File: src/rtl/v_bshift_rs.sv
// v_bshift_rs: streaming vector shifter, one WorkingRegs-lane chunk per cycle, per-vector runtime shift.
// Optional feature macro V_BSHIFT_RS_ROUND_EN: right shifts round half-up (default build truncates).
module v_bshift_rs #(
  parameter int unsigned InVecLength = 16,
  parameter int unsigned WorkingRegs = 4,
  parameter int unsigned NBits       = 8,
  parameter int unsigned MaxShift    = 7,
  localparam int unsigned SW         = $clog2(MaxShift + 1)
) (
  input  logic                                     clk_in,
  input  logic                                     rst_in,
  input  logic [SW-1:0]                            shift_amt,
  input  logic                                     shift_left,
  input  logic                                     in_valid,
  output logic                                     in_ready,
  input  logic signed [WorkingRegs-1:0][NBits-1:0] in_data,
  output logic                                     out_valid,
  input  logic                                     out_ready,
  output logic signed [WorkingRegs-1:0][NBits-1:0] out_data,
  output logic                                     out_last,
  output logic                                     out_sat,
  output logic                                     busy
);

  localparam int unsigned C  = (InVecLength + WorkingRegs - 1) / WorkingRegs;
  localparam int unsigned IW = (C > 1) ? $clog2(C) : 1;
  localparam int unsigned EW = NBits + MaxShift + 1;

  localparam logic signed [EW-1:0] SatMax = EW'((1 << (NBits - 1)) - 1);
  localparam logic signed [EW-1:0] SatMin = ~SatMax;

  typedef enum logic [0:0] {IDLE = 1'b0, RUN = 1'b1} state_e;

  // Out-of-range shift requests collapse to the largest legal shift.
  function automatic logic [SW-1:0] clamp_shift(input logic [SW-1:0] s);
    int unsigned s_wide;
    s_wide = 32'(s);
    return (s_wide > MaxShift) ? SW'(MaxShift) : s;
  endfunction

  // One lane: shift in a wide signed domain, then saturate; MSB of the result flags saturation.
  function automatic logic [NBits:0] shift_lane(input logic [NBits-1:0] x,
                                                input logic [SW-1:0]    s,
                                                input logic             left);
    logic signed [EW-1:0] xe;
    logic signed [EW-1:0] rnd;
    logic signed [EW-1:0] sum;
    logic signed [EW-1:0] r;
    xe = EW'($signed(x));
`ifdef V_BSHIFT_RS_ROUND_EN
    rnd = (s == '0) ? '0 : (EW'(1) <<< (s - SW'(1)));
`else
    rnd = '0;
`endif
    sum = xe + rnd;
    r   = left ? (xe <<< s) : (sum >>> s);
    if (r > SatMax) return {1'b1, SatMax[NBits-1:0]};
    if (r < SatMin) return {1'b1, SatMin[NBits-1:0]};
    return {1'b0, r[NBits-1:0]};
  endfunction

  state_e                            state_q, state_d;
  logic [IW-1:0]                     idx_q, idx_d;
  logic [SW-1:0]                     lat_amt_q, lat_amt_d;
  logic                              lat_left_q, lat_left_d;
  logic                              xfer;
  logic                              last_chunk;
  logic [SW-1:0]                     eff_amt;
  logic                              eff_left;
  logic [WorkingRegs-1:0][NBits-1:0] lane_data;
  logic [WorkingRegs-1:0]            lane_sat;

  assign in_ready   = !out_valid || out_ready;
  assign xfer       = in_valid && in_ready;
  assign last_chunk = (idx_q == IW'(C - 1));
  assign busy       = (state_q == RUN) || out_valid;

  // Chunk 0 takes its shift from the live inputs; later chunks reuse the latched copy.
  assign eff_amt  = clamp_shift((state_q == IDLE) ? shift_amt : lat_amt_q);
  assign eff_left = (state_q == IDLE) ? shift_left : lat_left_q;

  for (genvar l = 0; l < WorkingRegs; l++) begin : g_lane
    logic [NBits:0] res;
    logic           pad;
    assign res          = shift_lane(in_data[l], eff_amt, eff_left);
    assign pad          = (32'(idx_q) * WorkingRegs + 32'(l)) >= InVecLength;
    assign lane_data[l] = pad ? '0 : res[NBits-1:0];
    assign lane_sat[l]  = !pad && res[NBits];
  end

  // Framing state register.
  always_ff @(posedge clk_in) begin
    if (rst_in) begin
      state_q    <= IDLE;
      idx_q      <= '0;
      lat_amt_q  <= '0;
      lat_left_q <= 1'b0;
    end else begin
      state_q    <= state_d;
      idx_q      <= idx_d;
      lat_amt_q  <= lat_amt_d;
      lat_left_q <= lat_left_d;
    end
  end

  // Chunk counter / shift latch next state.
  always_comb begin
    state_d    = state_q;
    idx_d      = idx_q;
    lat_amt_d  = lat_amt_q;
    lat_left_d = lat_left_q;
    if (xfer) begin
      unique case (state_q)
        IDLE: begin
          lat_amt_d  = eff_amt;
          lat_left_d = eff_left;
          if (C > 1) begin
            state_d = RUN;
            idx_d   = IW'(1);
          end
        end
        RUN: begin
          if (last_chunk) begin
            state_d = IDLE;
            idx_d   = '0;
          end else begin
            idx_d = idx_q + IW'(1);
          end
        end
        default: begin
          state_d = IDLE;
          idx_d   = '0;
        end
      endcase
    end
  end

  // Output stage: loads on transfer, holds while stalled, empties on a drain without refill.
  always_ff @(posedge clk_in) begin
    if (rst_in) begin
      out_valid <= 1'b0;
      out_data  <= '0;
      out_last  <= 1'b0;
      out_sat   <= 1'b0;
    end else if (xfer) begin
      out_valid <= 1'b1;
      out_data  <= lane_data;
      out_last  <= last_chunk;
      out_sat   <= |lane_sat;
    end else if (out_ready) begin
      out_valid <= 1'b0;
    end
  end

endmodule
File: config.mk
export PLATFORM = sky130hd
export DESIGN_NAME = v_bshift_rs
export DESIGN_NICKNAME = d
export VERILOG_FILES = /design/src/rtl/v_bshift_rs.sv
export SDC_FILE = /design/constraint.sdc
export NUM_CORES = 1
export LEC_CHECK = 0
export ABC_AREA = 1
export BUFFER_PORTS_ARGS = -buffer_cell sky130_fd_sc_hd__buf_2
export CAP_MARGIN = 20
export CORE_MARGIN = 2
export CORE_UTILIZATION = 57
export CTS_CLUSTER_DIAMETER = 40
export CTS_CLUSTER_SIZE = 20
export DETAILED_ROUTE_END_ITERATION = 8
export GPL_TIMING_DRIVEN = 0
export HOLD_SLACK_MARGIN = 0.1
export PLACE_DENSITY = 0.91
export SLEW_MARGIN = 40
export SYNTH_ARGS = -nofsm -noshare
export SYNTH_HDL_FRONTEND = slang
export SYNTH_SLANG_ARGS = --single-unit
File: constraint.sdc
create_clock -name clk_in -period 2.33 [get_ports clk_in]
set_input_delay 0.233 -clock clk_in [delete_from_list [all_inputs] [get_ports clk_in]]
set_output_delay 0.233 -clock clk_in [all_outputs]
set_load 0.02 [all_outputs]
# Word level (Yosys, flattened, before mapping)
# Cells that the tools add are included.
# op_classes
n_reduce_logical,15
n_mux,44
shift,8
order_cmp,12
addsub,4
n_bitwise,1
eq_ne,1
# ops
cell,count
9-bit 2-to-1 mux,16
16-bit by 8-bit greater-than comparator with 1-bit output (second input constant),4
16-bit by 8-bit less-than comparator with 1-bit output (second input constant),4
16-bit 2-to-1 mux,4
8-bit by 3-bit <<< shifter with 16-bit output,4
8-bit by 3-bit >>> shifter with 16-bit output,4
8-bit 2-to-1 mux,4
1-bit 2-to-1 mux,16
5-bit >= comparator (second input constant),3
4-bit by 2-bit adder with 5-bit output (second input constant),2
4-bit by 1-bit adder with 5-bit output (second input constant),1
4-bit by 5-bit >= comparator with 1-bit output (second input constant),1
1-bit logical AND,5
1-bit logical NOT,5
2-bit one-hot mux with 2 select lines,1
4-bit OR reduction,1
3-bit 2-to-1 mux,1
2-bit by 1-bit adder with 2-bit output (second input constant),1
2-bit equality test (second input constant),1
1-bit logical OR,2
2-bit 2-to-1 mux,1
1-bit one-hot mux with 2 select lines,1
2-bit AND reduction,1
2-bit nonzero test,1
1-bit NOT,1
# word_totals
wordCells,96
ff_bits,42
out_inout_bits,37
in_bits,40

# Longest topological paths before layout
# depth
depth_word,10
ltp_mapped,17
ltp_nobuf,16

# Least setup slack after synthesis
# No wires, ideal clock.
# synth_timing
path_kind,flip-flop to flip-flop
startpoint,reg state_q
endpoint,reg out_sat
arrival_time_ns,1.850
setup_time_ns,0.119
n_path_buf,2
path_stages_with_launch,14
t_required_ns,2.211
path_slack_ns,0.361
period_less_slack_ns,1.969
path_cell_list,dfxtp_1 -> buf_6 -> nand2_2 -> o21ai_4 -> nand2_4 -> clkinv_4 -> buf_2 -> nand3_1 -> nand3_1 -> nand3_1 -> o21ai_4 -> nand2_1 -> nor2_1 -> a21oi_1
# synth_between
elab_chain_cells,10
elab_cells_between_ends,51
cone_classes,order compare: 8; shift: 8; mux: 30; reduce/logical: 5
# synth_rtl
element,line,text
start: declaration,62,"state_e state_q, state_d;"
start signal: assignment,99,state_q <= state_d;
3-bit 2-to-1 mux,79,assign eff_amt = clamp_shift((state_q == IDLE) ? shift_amt : lat_amt_q);
8-bit by 3-bit >>> shifter with 16-bit output / 8-bit by 3-bit <<< shifter with 16-bit output (equally long branches),56,r = left ? (xe <<< s) : (sum >>> s);
16-bit 2-to-1 mux,56,
16-bit by 8-bit less-than comparator with 1-bit output,58,"if (r < SatMin) return {1'b1, SatMin[NBits-1:0]};"
1-bit 2-to-1 mux (2 in a row),58,
9-bit 2-to-1 mux,59,"return {1'b0, r[NBits-1:0]};"
9-bit 2-to-1 mux,58,
1-bit logical AND,88,assign lane_sat[l] = !pad && res[NBits];
4-bit OR reduction (*),149,out_sat <= |lane_sat;
end signal: assignment,149,
end: declaration,21,"output logic out_sat,"
# Every way passes the cells marked *; elsewhere a longest branch is shown, timed or not. The select of a mux whose other input is x is not followed.
# A chain may end at the register's enable or synchronous reset.

# Worst setup path after layout
# layout_timing
startpoint,reg state_q
endpoint,reg out_data[10] (netlist name)
# layout_between
elab_chain_cells,9
elab_cells_between_ends,14
cone_classes,order compare: 2; shift: 2; mux: 10
# layout_rtl
element,line,text
3-bit 2-to-1 mux,79,
8-bit by 3-bit >>> shifter with 16-bit output / 8-bit by 3-bit <<< shifter with 16-bit output (equally long branches),56,
16-bit 2-to-1 mux (*),56,
16-bit by 8-bit less-than comparator with 1-bit output,58,
1-bit 2-to-1 mux (2 in a row),58,
9-bit 2-to-1 mux,59,
9-bit 2-to-1 mux (*),58,
8-bit 2-to-1 mux (*),87,assign lane_data[l] = pad ? '0 : res[NBits-1:0];
end signal: assignment,147,out_data <= lane_data;
end: declaration,19,"output logic signed [WorkingRegs-1:0][NBits-1:0] out_data,"
# Marks and branches as above.

==> impl_metrics.sql <==
INSERT INTO impl_metrics (metric_group, metric, value, unit) VALUES
('flow_run', 'timing.max_cap.violations', '0', ''),
('sta', 'finalCriticalPeriod', '2.38', 'ns'),
('power_and_ir_drop', 'cellPowerDensity', '562', 'nW/µm²'),
('worst_setup_path', 'regToRegStartpoint', 'state_q', ''),
('clock_network', 'clock_sinks', '42', ''),
('sta', 'clock.fmax', '0.421', 'GHz'),
('route', 'post_route_drc', '0', ''),
('power_and_ir_drop', 'p_leak', '2.66', 'nW'),
('hold_path', 'hp-class', 'primary input to flip-flop', ''),
('hold_path', 'whs_path_depth', '3', ''),
('logic_synthesis', 'mapped_cells', '763', ''),
('logic_synthesis', 'synth-simple-area-share', '45.6', '%'),
('place', 'dp.final_hpwl', '12.6', 'mm'),
('logic_synthesis', 'most_repeated_cell_in_the_gate_level_netlist_after_synthesis', 'sky130_fd_sc_hd__nand2_1', ''),
('final_layout', 'area.sequential', '845', 'µm²'),
('sta', 'finalSetupTns', '-0.157', 'ns'),
('worst_setup_path', 'timing.reg2reg.setup_slack', '-0.05', 'ns'),
('logic_synthesis', 'synth.top_cells.by_count', 'sky130_fd_sc_hd__nand2_1, sky130_fd_sc_hd__nand3_1, sky130_fd_sc_hd__o21ai_0, sky130_fd_sc_hd__a21oi_1, sky130_fd_sc_hd__inv_1', ''),
('final_layout', 'multi_input_area', '3110', 'µm²'),
('floorplanning', 'die_boundary_height', '90.5', 'µm'),
('logic_synthesis', 'post_synth_num_cell_types', '45', ''),
('status', 'failed_checks', 'setup timing', ''),
('logic_synthesis', 'synth_compound_area_share', '22.8', '%'),
('floorplanning', 'coreArea', '7250', 'µm²'),
('global_routing', 'grt_antenna_before_repair', '0', ''),
('sta', 'postLayoutSetupSlackWorst', '-0.0450', 'ns'),
('worst_setup_path', 'path_class', 'flip-flop to flip-flop', ''),
('sta', 'period_share', '102', '%'),
('place', 'place.gp.congestion', '1.02', ''),
('worst_setup_path', 'worst_setup_path_end_kind', 'flip-flop', ''),
('logic_synthesis', 'yosys_warnings', '0', ''),
('sta', 'setup_repair_after_global_routing_missed_its_margin', 'yes', ''),
('logic_synthesis', 'ys.flop_type', 'sky130_fd_sc_hd__dfxtp_1', ''),
('floorplanning', 'initial_core_util', '58.9', '%'),
('logic_synthesis', 'synth_xor_xnor_area_share', '0', '%'),
('global_routing', 'grtUsageTotal', '39.2', '%'),
('floorplanning', 'rows', '31', ''),
('power_and_ir_drop', 'power.total', '2.97', 'mW'),
('sta', 'finClkSkew', '0.00329', 'ns'),
('logic_synthesis', 'synthAdderAreaFrac', '0.293', '%'),
('logic_synthesis', 'synth.largest_area_cell', 'sky130_fd_sc_hd__nand2_1', ''),
('logic_synthesis', 'multiplexer_share_of_the_synthesized_area', '0.234', '%'),
('floorplanning', 'io-pin-count', '77', ''),
('clock_network', 'clkSlewWorstSetupHoldPaths', '0.08', 'ns'),
('worst_setup_path', 'regToRegEndpoint', 'out_data[10]', ''),
('worst_setup_path', 'critical_path_peak_fanout', '10', ''),
('power_and_ir_drop', 'irDropWorstVdd', '0.463', 'mV'),
('logic_synthesis', 'synth_largest_type_area_fraction', '22.6', '%'),
('logic_synthesis', 'ys_seq_area_share', '19.7', '%'),
('final_layout', 'fin_area', '5280', 'µm²'),
('clock_network', 'clock_insertion_delay_worst_skew', '0.30', 'ns'),
('global_routing', 'first_global_vias', '5599', ''),
('route', 'via_count', '6178', ''),
('hold_path', 'hold_path_end', 'lat_amt_q[2]', ''),
('status', 'status', 'finished with violations', ''),
('sta', 'final-setup-viol-count', '7', ''),
('final_layout', 'post_route_cells_drive_above_1_share', '23.6', '%'),
('logic_synthesis', 'share_of_synthesized_flip_flops_with_an_asynchronous_set_or_reset', '0', '%'),
('logic_synthesis', 'syn_nets', '804', ''),
('place', 'worst_slack_at_placement', '-0.231', 'ns'),
('global_routing', 'gr-total-overflow', '0', ''),
('sta', 'hold_viol', '0', ''),
('final_layout', 'final_cell_count_no_fill', '969', ''),
('logic_synthesis', 'synth.cell_area', '4270', 'µm²'),
('final_layout', 'antenna_cells', '0', ''),
('floorplanning', 'chipWidth', '90.5', 'µm'),
('sta', 'slew_viol_final', '0', ''),
('hold_path', 'hp-start', 'shift_amt[2]', ''),
('logic_synthesis', 'synth_top_family_by_area', 'simple AND/OR/NAND/NOR gates', ''),
('route', 'detail_route.vias_per_cell', '6.38', ''),
('logic_synthesis', 'synth_area_per_cell', '5.60', 'µm²');
-- logic make-up after synthesis --
kind of cell,after synthesis
AOI/OAI and AO/OA,168
adders and majority gates,1
buffers and inverters,101
DFF,42
muxes,1
and+or+nand+nor,450
-- flip-flops by register name (all words and copies together), names as in the netlist --
name,cells
out_valid,1
out_data,32
state_q,1
lat_left_q,1
idx_q,2
lat_amt_q,3
out_last,1
out_sat,1
-- area by class of cell --
type / count / share of cell area (%)
Buffer: 44 / 5.80
Clock buffer: 6 / 1.37
Clock inverter: 2 / 0.711
Inverter: 57 / 4.31
Multi-Input combinational cell: 621 / 59.0
Sequential cell: 42 / 16.0
Tap cell: 99 / 2.34
Timing Repair Buffer: 98 / 10.5
-- repair_timing --
action                                  in CTS  in global routing
setup buffers                                0                 20
pin swaps                                    2                 17
gates cloned                                 0                  4
endpoints found under the hold margin        0                  0
gates resized for setup                      9                 61
endpoints found under the setup margin      27                 29
-- critical path: stages, from the launching register on --
cell and delay, ns:
sky130_fd_sc_hd__dfxtp_4 0.42, sky130_fd_sc_hd__nand2_2 0.15, sky130_fd_sc_hd__nand2_4 0.14, sky130_fd_sc_hd__buf_6 0.16
sky130_fd_sc_hd__nand2_1 0.12, sky130_fd_sc_hd__nand3_1 0.16, sky130_fd_sc_hd__nand2_1 0.10, sky130_fd_sc_hd__a21boi_2 0.23
sky130_fd_sc_hd__nand2_1 0.13, sky130_fd_sc_hd__o21ai_4 0.31, sky130_fd_sc_hd__nand2_1 0.15, sky130_fd_sc_hd__nand2_2 0.10
sky130_fd_sc_hd__a21oi_1 0.06
-- metrics by stage --
step	utilization, %	hold WS, ns
2_1_floorplan	-	0.378
3_3_place_gp	65.7	0.453
3_5_place_dp	65.7	0.452
4_1_cts	67.6	0.217
5_1_grt	72.8	0.252
6_report	72.8	0.208
-- power by group --
part           internal, mW  switching (mW)  total, mW
Sequential            0.779          0.0391      0.819
Combinational         0.524            1.03       1.56
Clock                 0.320           0.269      0.589
-- worst max-delay path by stage --
stage | from | to | cells past startpoint
after floorplan | state_q | out_sat | 13
after global placement | state_q | out_data[3] | 11
after detailed placement | state_q | out_data[3] | 11
after CTS | state_q | out_data[0] | 14
after global routing | state_q | out_data[9] | 12
final | state_q | out_data[10] | 12
-- cell usage in the layout (no fill, tap or decap), types with 3 or more instances in the layout --
cell type	instances
sky130_fd_sc_hd__or2_2	4
sky130_fd_sc_hd__o21ai_1	5
sky130_fd_sc_hd__nand3_1	106
sky130_fd_sc_hd__clkbuf_2	4
sky130_fd_sc_hd__inv_2	3
sky130_fd_sc_hd__inv_1	51
sky130_fd_sc_hd__nor2_2	5
sky130_fd_sc_hd__clkbuf_8	5
sky130_fd_sc_hd__o211ai_1	10
sky130_fd_sc_hd__nor3_1	5
sky130_fd_sc_hd__nor2_1	40
sky130_fd_sc_hd__a22oi_1	3
sky130_fd_sc_hd__clkbuf_1	15
sky130_fd_sc_hd__dfxtp_1	41
sky130_fd_sc_hd__nand3_2	16
sky130_fd_sc_hd__a31oi_1	4
sky130_fd_sc_hd__clkbuf_4	3
sky130_fd_sc_hd__o21ai_4	4
sky130_fd_sc_hd__nand2_1	246
sky130_fd_sc_hd__nand2_4	6
sky130_fd_sc_hd__a32oi_1	3
sky130_fd_sc_hd__o21ai_0	64
sky130_fd_sc_hd__nand3b_1	3
sky130_fd_sc_hd__a21oi_2	5
sky130_fd_sc_hd__a21oi_1	57
sky130_fd_sc_hd__buf_6	9
sky130_fd_sc_hd__nand2_2	15
sky130_fd_sc_hd__buf_4	26
sky130_fd_sc_hd__buf_2	83
-- layer usage --
| metal | track usage (%) | routed length [µm] | vias to the layer above |
|---|---|---|---|
| met1 | 46.7 | 6430 | 2774 |
| met2 | 66.5 | 8190 | 493 |
| met3 | 6.34 | 1860 | 146 |
| met4 | 22.4 | 1290 | 0 |
| met5 | 0 | 0 | - |
| li1 | - | - | 2765 |
Power figures use the tool's default switching activity.
